$ cat config.mk
export PLATFORM = sky130hd
export DESIGN_NAME = slice_alu_seq
export DESIGN_NICKNAME = d
export VERILOG_FILES = /design/src/rtl/alu_pkg.sv /design/src/rtl/alu_slice.sv /design/src/rtl/slice_alu_seq.sv
export SDC_FILE = /design/constraint.sdc
export NUM_CORES = 1
export LEC_CHECK = 0
export BUFFER_PORTS_ARGS = -buffer_cell sky130_fd_sc_hd__buf_2
export CORE_MARGIN = 2
export CORE_UTILIZATION = 61
export CTS_CLUSTER_SIZE = 24
export DETAILED_ROUTE_END_ITERATION = 8
export HOLD_SLACK_MARGIN = 0.02
export PLACE_DENSITY = 0.86
export SYNTH_ARGS = -nofsm -noshare
export SYNTH_HDL_FRONTEND = slang
export SYNTH_SLANG_ARGS = --single-unit
$ cat constraint.sdc
create_clock -name aclk -period 6.87 [get_ports aclk]
set_input_delay 0.3435 -clock aclk [delete_from_list [all_inputs] [get_ports aclk]]
set_output_delay 0.3435 -clock aclk [all_outputs]
set_load 0.03 [all_outputs]
$ cat src/rtl/alu_pkg.sv
// Shared types for the sliced ripple ALU: opcodes, result flags and sequencer states.
package alu_pkg;

    typedef enum logic [2:0] {
        OpNop = 3'd0,
        OpAdc = 3'd1,
        OpSbc = 3'd2,
        OpAnd = 3'd3,
        OpOrr = 3'd4,
        OpEor = 3'd5,
        OpSel = 3'd6,
        OpSeh = 3'd7
    } op_t;

    typedef struct packed {
        logic c;
        logic z;
        logic n;
        logic v;
    } flags_t;

    typedef enum logic [1:0] {
        StIdle = 2'd0,
        StRun  = 2'd1,
        StDone = 2'd2
    } state_t;

endpackage

$ cat src/rtl/alu_slice.sv
// One combinational SLICE-bit ALU step. Carry passes straight through for non-arithmetic ops.
module alu_slice
    import alu_pkg::*;
#(
    parameter int unsigned SLICE = 2
) (
    input  op_t              op,
    input  logic             cin,
    input  logic [SLICE-1:0] a,
    input  logic [SLICE-1:0] b,
    output logic [SLICE-1:0] r,
    output logic             cout,
    output logic             zero
);

    logic [SLICE-1:0] w_b;
    logic [SLICE:0]   w_sum;

    // Shared adder for ADC and SBC (SBC is A + ~B + cin), then select the op result.
    always_comb begin
        w_b   = (op == OpSbc) ? ~b : b;
        w_sum = {1'b0, a} + {1'b0, w_b} + {{SLICE{1'b0}}, cin};
        r     = '0;
        cout  = cin;
        unique case (op)
            OpNop: r = '0;
            OpAdc: begin
                r    = w_sum[SLICE-1:0];
                cout = w_sum[SLICE];
            end
            OpSbc: begin
                r    = w_sum[SLICE-1:0];
                cout = w_sum[SLICE];
            end
            OpAnd: r = a & b;
            OpOrr: r = a | b;
            OpEor: r = a ^ b;
            OpSel: r = a;
            OpSeh: r = b;
        endcase
        zero = ~|r;
    end

endmodule

$ cat src/rtl/slice_alu_seq.sv
// Multi-cycle ripple ALU: one SLICE-bit slice per enabled cycle, LSB first, carry registered
// between slices. Valid/ready handshake on request and result sides.
module slice_alu_seq
    import alu_pkg::*;
#(
    parameter int unsigned WIDTH = 16,
    parameter int unsigned SLICE = 2
) (
    input  logic             aclk,
    input  logic             aresetn,
    input  logic             rx_enable,
    input  logic             rx_valid,
    output logic             tx_ready,
    input  logic [2:0]       rx_opcode,
    input  logic             rx_carryflag,
    input  logic [WIDTH-1:0] rx_operand0,
    input  logic [WIDTH-1:0] rx_operand1,
    output logic             tx_valid,
    input  logic             rx_result_ready,
    output logic [WIDTH-1:0] tx_result,
    output logic             tx_carryflag,
    output logic             tx_zeroflag,
    output logic             tx_signflag,
    output logic             tx_overflowflag
);

    localparam int unsigned NSLICE = (SLICE == 0) ? 1 : WIDTH / SLICE;
    localparam int unsigned KW     = (NSLICE > 1) ? $clog2(NSLICE) : 1;
    localparam int unsigned IW     = (WIDTH > 1) ? $clog2(WIDTH) : 1;

    if (SLICE == 0 || (WIDTH % ((SLICE == 0) ? 1 : SLICE)) != 0) begin : g_bad_slice
        $error("slice_alu_seq: SLICE must be >= 1 and divide WIDTH");
    end

    state_t           r_state;
    state_t           w_state_next;
    logic [KW-1:0]    r_k;
    op_t              r_op;
    logic [WIDTH-1:0] r_a;
    logic [WIDTH-1:0] r_b;
    logic [WIDTH-1:0] r_acc;
    logic             r_cin;
    logic             r_zacc;
    logic [WIDTH-1:0] r_result;
    flags_t           r_flags;

    logic             w_accept;
    logic             w_consume;
    logic             w_last;
    logic [IW-1:0]    w_base;
    logic [SLICE-1:0] w_sr;
    logic             w_scout;
    logic             w_szero;
    logic [WIDTH-1:0] w_final;
    logic             w_bmsb;
    logic             w_arith;

    assign tx_valid  = (r_state == StDone);
    assign tx_ready  = (r_state == StIdle) | ((r_state == StDone) & rx_result_ready);
    assign w_accept  = rx_valid & tx_ready & rx_enable;
    assign w_consume = tx_valid & rx_result_ready & rx_enable;
    assign w_last    = (r_k == KW'(NSLICE - 1));
    assign w_base    = IW'(r_k * SLICE);
    assign w_arith   = (r_op == OpAdc) | (r_op == OpSbc);
    assign w_bmsb    = (r_op == OpSbc) ? ~r_b[WIDTH-1] : r_b[WIDTH-1];

    alu_slice #(
        .SLICE (SLICE)
    ) u_slice (
        .op   (r_op),
        .cin  (r_cin),
        .a    (r_a[w_base +: SLICE]),
        .b    (r_b[w_base +: SLICE]),
        .r    (w_sr),
        .cout (w_scout),
        .zero (w_szero)
    );

    // Full result as it will look once the current slice is written.
    always_comb begin
        w_final                  = r_acc;
        w_final[w_base +: SLICE] = w_sr;
    end

    // Next-state logic; a request on the consume edge chains straight into RUN.
    always_comb begin
        w_state_next = r_state;
        unique case (r_state)
            StIdle: if (w_accept) w_state_next = StRun;
            StRun:  if (w_last) w_state_next = StDone;
            StDone: if (w_consume) w_state_next = w_accept ? StRun : StIdle;
            default: w_state_next = StIdle;
        endcase
    end

    // State register, frozen while rx_enable is low.
    always_ff @(posedge aclk or negedge aresetn) begin
        if (!aresetn) begin
            r_state <= StIdle;
        end else if (rx_enable) begin
            r_state <= w_state_next;
        end
    end

    // Operand capture, per-slice accumulation and the published result/flags.
    always_ff @(posedge aclk or negedge aresetn) begin
        if (!aresetn) begin
            r_k      <= '0;
            r_op     <= OpNop;
            r_a      <= '0;
            r_b      <= '0;
            r_acc    <= '0;
            r_cin    <= 1'b0;
            r_zacc   <= 1'b0;
            r_result <= '0;
            r_flags  <= '0;
        end else if (rx_enable) begin
            if (w_accept) begin
                r_op   <= op_t'(rx_opcode);
                r_a    <= rx_operand0;
                r_b    <= rx_operand1;
                r_cin  <= rx_carryflag;
                r_k    <= '0;
                r_zacc <= 1'b1;
            end else if (r_state == StRun) begin
                r_acc[w_base +: SLICE] <= w_sr;
                r_cin                  <= w_scout;
                r_zacc                 <= r_zacc & w_szero;
                r_k                    <= w_last ? '0 : r_k + KW'(1);
                if (w_last) begin
                    r_result  <= w_final;
                    r_flags.c <= w_scout;
                    r_flags.z <= r_zacc & w_szero;
                    r_flags.n <= w_final[WIDTH-1];
                    r_flags.v <= w_arith & (r_a[WIDTH-1] == w_bmsb)
                                 & (w_final[WIDTH-1] != r_a[WIDTH-1]);
                end
            end
        end
    end

    assign tx_result       = r_result;
    assign tx_carryflag    = r_flags.c;
    assign tx_zeroflag     = r_flags.z;
    assign tx_signflag     = r_flags.n;
    assign tx_overflowflag = r_flags.v;

endmodule

==> out/qor.csv <==
metric,value,unit
Max-slew headroom,0.356,
XOR/XNOR Fraction of Synth Area,0.00667,
critical path arrival,4.60,ns
initial core utilization,0.624,
largest family of logic cells by synthesized area,multiplexers,
Final Routed Wirelength,8540,um
Switching Fraction,0.433,
Multi-input gate area,0.00187,mm2
register area,0.00193,mm2
period utilisation layout,0.626,
synthesis warning total,0,
Cell Pwr Density,530,mW/mm2
largest net degree at the start of global routing,78,
Max-cap violations,0,
Area contributors post-synth,"dfrtp_1 (49%), mux2_2 (11%), nand2_1 (4.1%)",
"Avg Cell Area, Syn",11.2,um2
residual DRC count,0,
nets,461,
reg2reg end,tx_result[7],
worst-path maximum fanout,16,
via/cell ratio,6.19,
Tmin final,4.30,ns
crit start category,flip-flop,
clock slew at reported path FFs,0.08,ns
Rows,29,
Synth-to-Final Area Change,13.9,%
Simple-Gate Fraction of Synth Area,0.128,
post-synthesis cell type count,50,
f_max,232,MHz
initial antenna violation count,0,
most frequent cells in the layout,"dfrtp_1 (77), buf_2 (61), nand2_1 (43)",
first-pass GRT wire length,14400,um
GRT Util Overall,0.255,
root buffer cell,clkbuf_8,
RD Place Congestion,0.875,
Clk pwr share,0.162,
Fillers,463,
RSZ-0062 raised after global routing,no,
Die Area,0.00711,mm2
DR iter-0 viols,210,
CP required,7.17,ns
WL per Instance,17.5,um
sequential share of the synthesized area,0.489,
syn nets,406,
worst-margin pin slew,0.953,ns
DIE WIDTH,84.3,um
placed instance count,473,
Synth async-reset ratio,1.00,
gr ovfl total,0,
sum of negative setup slack,0,ns
final antenna diode count,0,
"EDFF count, synth",0,
Yosys reg bits,77,
CTS Buf Count,9,
post-synthesis compound-gate area fraction,0.118,
fin cells,487,
mux share of post-synthesis cell area,0.177,
Detail Route Antenna Nets,0,
post-synth top area share,0.489,
Reg2Reg Setup Slack,2.57,ns
"commonest non-fill, non-tap cell in the layout",dfrtp_1,
area of the mapped netlist,0.00394,mm2
Cells after Synth,352,
HPWL after DPL,5930,um
top_reg_cell synth,dfrtp_1,
CP endpoint,tx_result[7],
Max clock buf depth,2,
CP endpoint kind,flip-flop,
ratio of cells with drive above 1 in the final layout,0.322,
Power Internal,1.35,mW
total setup buffers inserted after CTS,0,
status,finished clean,
clock sinks,77,
Pre-Repair DR Iteration Count,5,
via count,3013,
crit path from,r_k[0],
power share of the combinational group,0.494,
Slew Limit Fails,0,
Setup Crit Path Kind,reg2reg,
Adder-Cell Fraction of Synth Area,0.0451,
Synth area leader,dfrtp_1,
# setup viols final,0,
hold_buf cts,0,
Worst-Skew Late Latency,0.36,ns
hold crit path type,in2async,
H-tree Lvls,3,
port buffer count,62,
Clock Skew,0.00880,ns
net switching power,1.03,mW
Worst R2R Start,r_k[0],
worst r2r path cells,12,
CORE AREA,0.00631,mm2
Max VDD drop,0.272,mV
I/O Pins,63,
Fin. Hold Viols,0,
Post-CTS Resized,0,
number of global-route vias before repair,2969,
Die Y,84.3,um
Sequential Power Share,0.344,
P_leak,2.12,nW
TritonCTS clock tree,built,
-- metrics by stage --
step                instance area (um2)  utilization  worst slack (ns)  total power [mW]  hold WS (ns)
finish                             4480        0.710              2.57              2.38         0.135
global route                       4480        0.710              2.37              2.52         0.210
CTS                                4480        0.710              2.58              2.36         0.174
detailed placement                 4260        0.675              2.64              1.96         0.465
global placement                   4260        0.675              2.84              1.90         0.456
floorplan                          3940            -              3.06              1.70        0.0479
-- logic make-up after synthesis --
logic type      after synthesis
fa+ha+maj                    13
flops                        77
compound gates               72
mux                          53
buf+inv                      32
xor+xnor                      3
simple gates                102
-- synth_stat cells, types with 5 or more instances --
cell	instances
o21ai_0	25
o31ai_1	12
dfrtp_1	77
clkbuf_1	14
nor2_1	12
inv_1	11
mux2i_1	6
ha_1	11
mux4_2	5
nand3_1	7
a21oi_1	21
nand2_1	43
nand4_1	7
nor2b_1	6
mux2_2	37
nor3_1	5
and3_1	5
-- power by group through the flow --
| stage | Combinational [mW] | Sequential (mW) | Clock, mW |
|---|---|---|---|
| floorplan | 0.868 | 0.828 | 0 |
| global placement | 1.09 | 0.811 | 0 |
| detailed placement | 1.14 | 0.821 | 0 |
| CTS | 1.16 | 0.813 | 0.388 |
| global route | 1.27 | 0.842 | 0.408 |
| finish | 1.17 | 0.817 | 0.386 |
-- cell type report --
| type | instances | share of cell area |
|---|---|---|
| Clock buffer | 11 | 0.0338 |
| Clock inverter | 3 | 0.0153 |
| Multi-Input combinational cell | 243 | 0.417 |
| Timing Repair Buffer | 63 | 0.0714 |
| Tap cell | 77 | 0.0215 |
| Inverter | 13 | 0.0109 |
| Sequential cell | 77 | 0.430 |
-- state kept, by name, indices dropped and copies added, names as in the netlist --
name             cells
r_a                 16
r_acc               16
r_b                 16
r_cin                1
r_k                  3
r_op                 3
r_state              2
r_zacc               1
tx_carryflag         1
tx_overflowflag      1
tx_result           16
tx_zeroflag          1
-- worst min path at each step --
stage | start | end | slack (ns) | cells after the start
after CTS | aresetn | r_b[0] | 0.17 | 1
after global routing | aresetn | r_state[1] | 0.21 | 1
after floorplan | aresetn | r_a[0] | 0.05 | 0
after global placement | tx_result[9] | tx_result[9] | 0.46 | 1
final | aresetn | r_state[1] | 0.13 | 1
after detailed placement | tx_result[0] | tx_result[0] | 0.46 | 2
-- worst max-delay path: stages, from the launching register on --
cell and delay (ns):
dfrtp_1 0.78, mux4_2 0.60, mux2i_2 0.27, xnor2_1 0.14
fa_1 0.36, inv_1 0.08, fa_1 0.43, nor2b_1 0.16
o311ai_0 0.53, a32oi_4 0.12, and2_2 0.28, o311ai_1 0.32
o21a_1 0.18
-- layer usage --
metal,part of all wire,track usage,vias up
met5,0,0,-
met4,0.018,0.0880,0
met3,0.063,0.0580,20
met2,0.48,0.406,122
met1,0.44,0.352,1493
li1,-,-,1378
(Power assumes the default switching activity.)
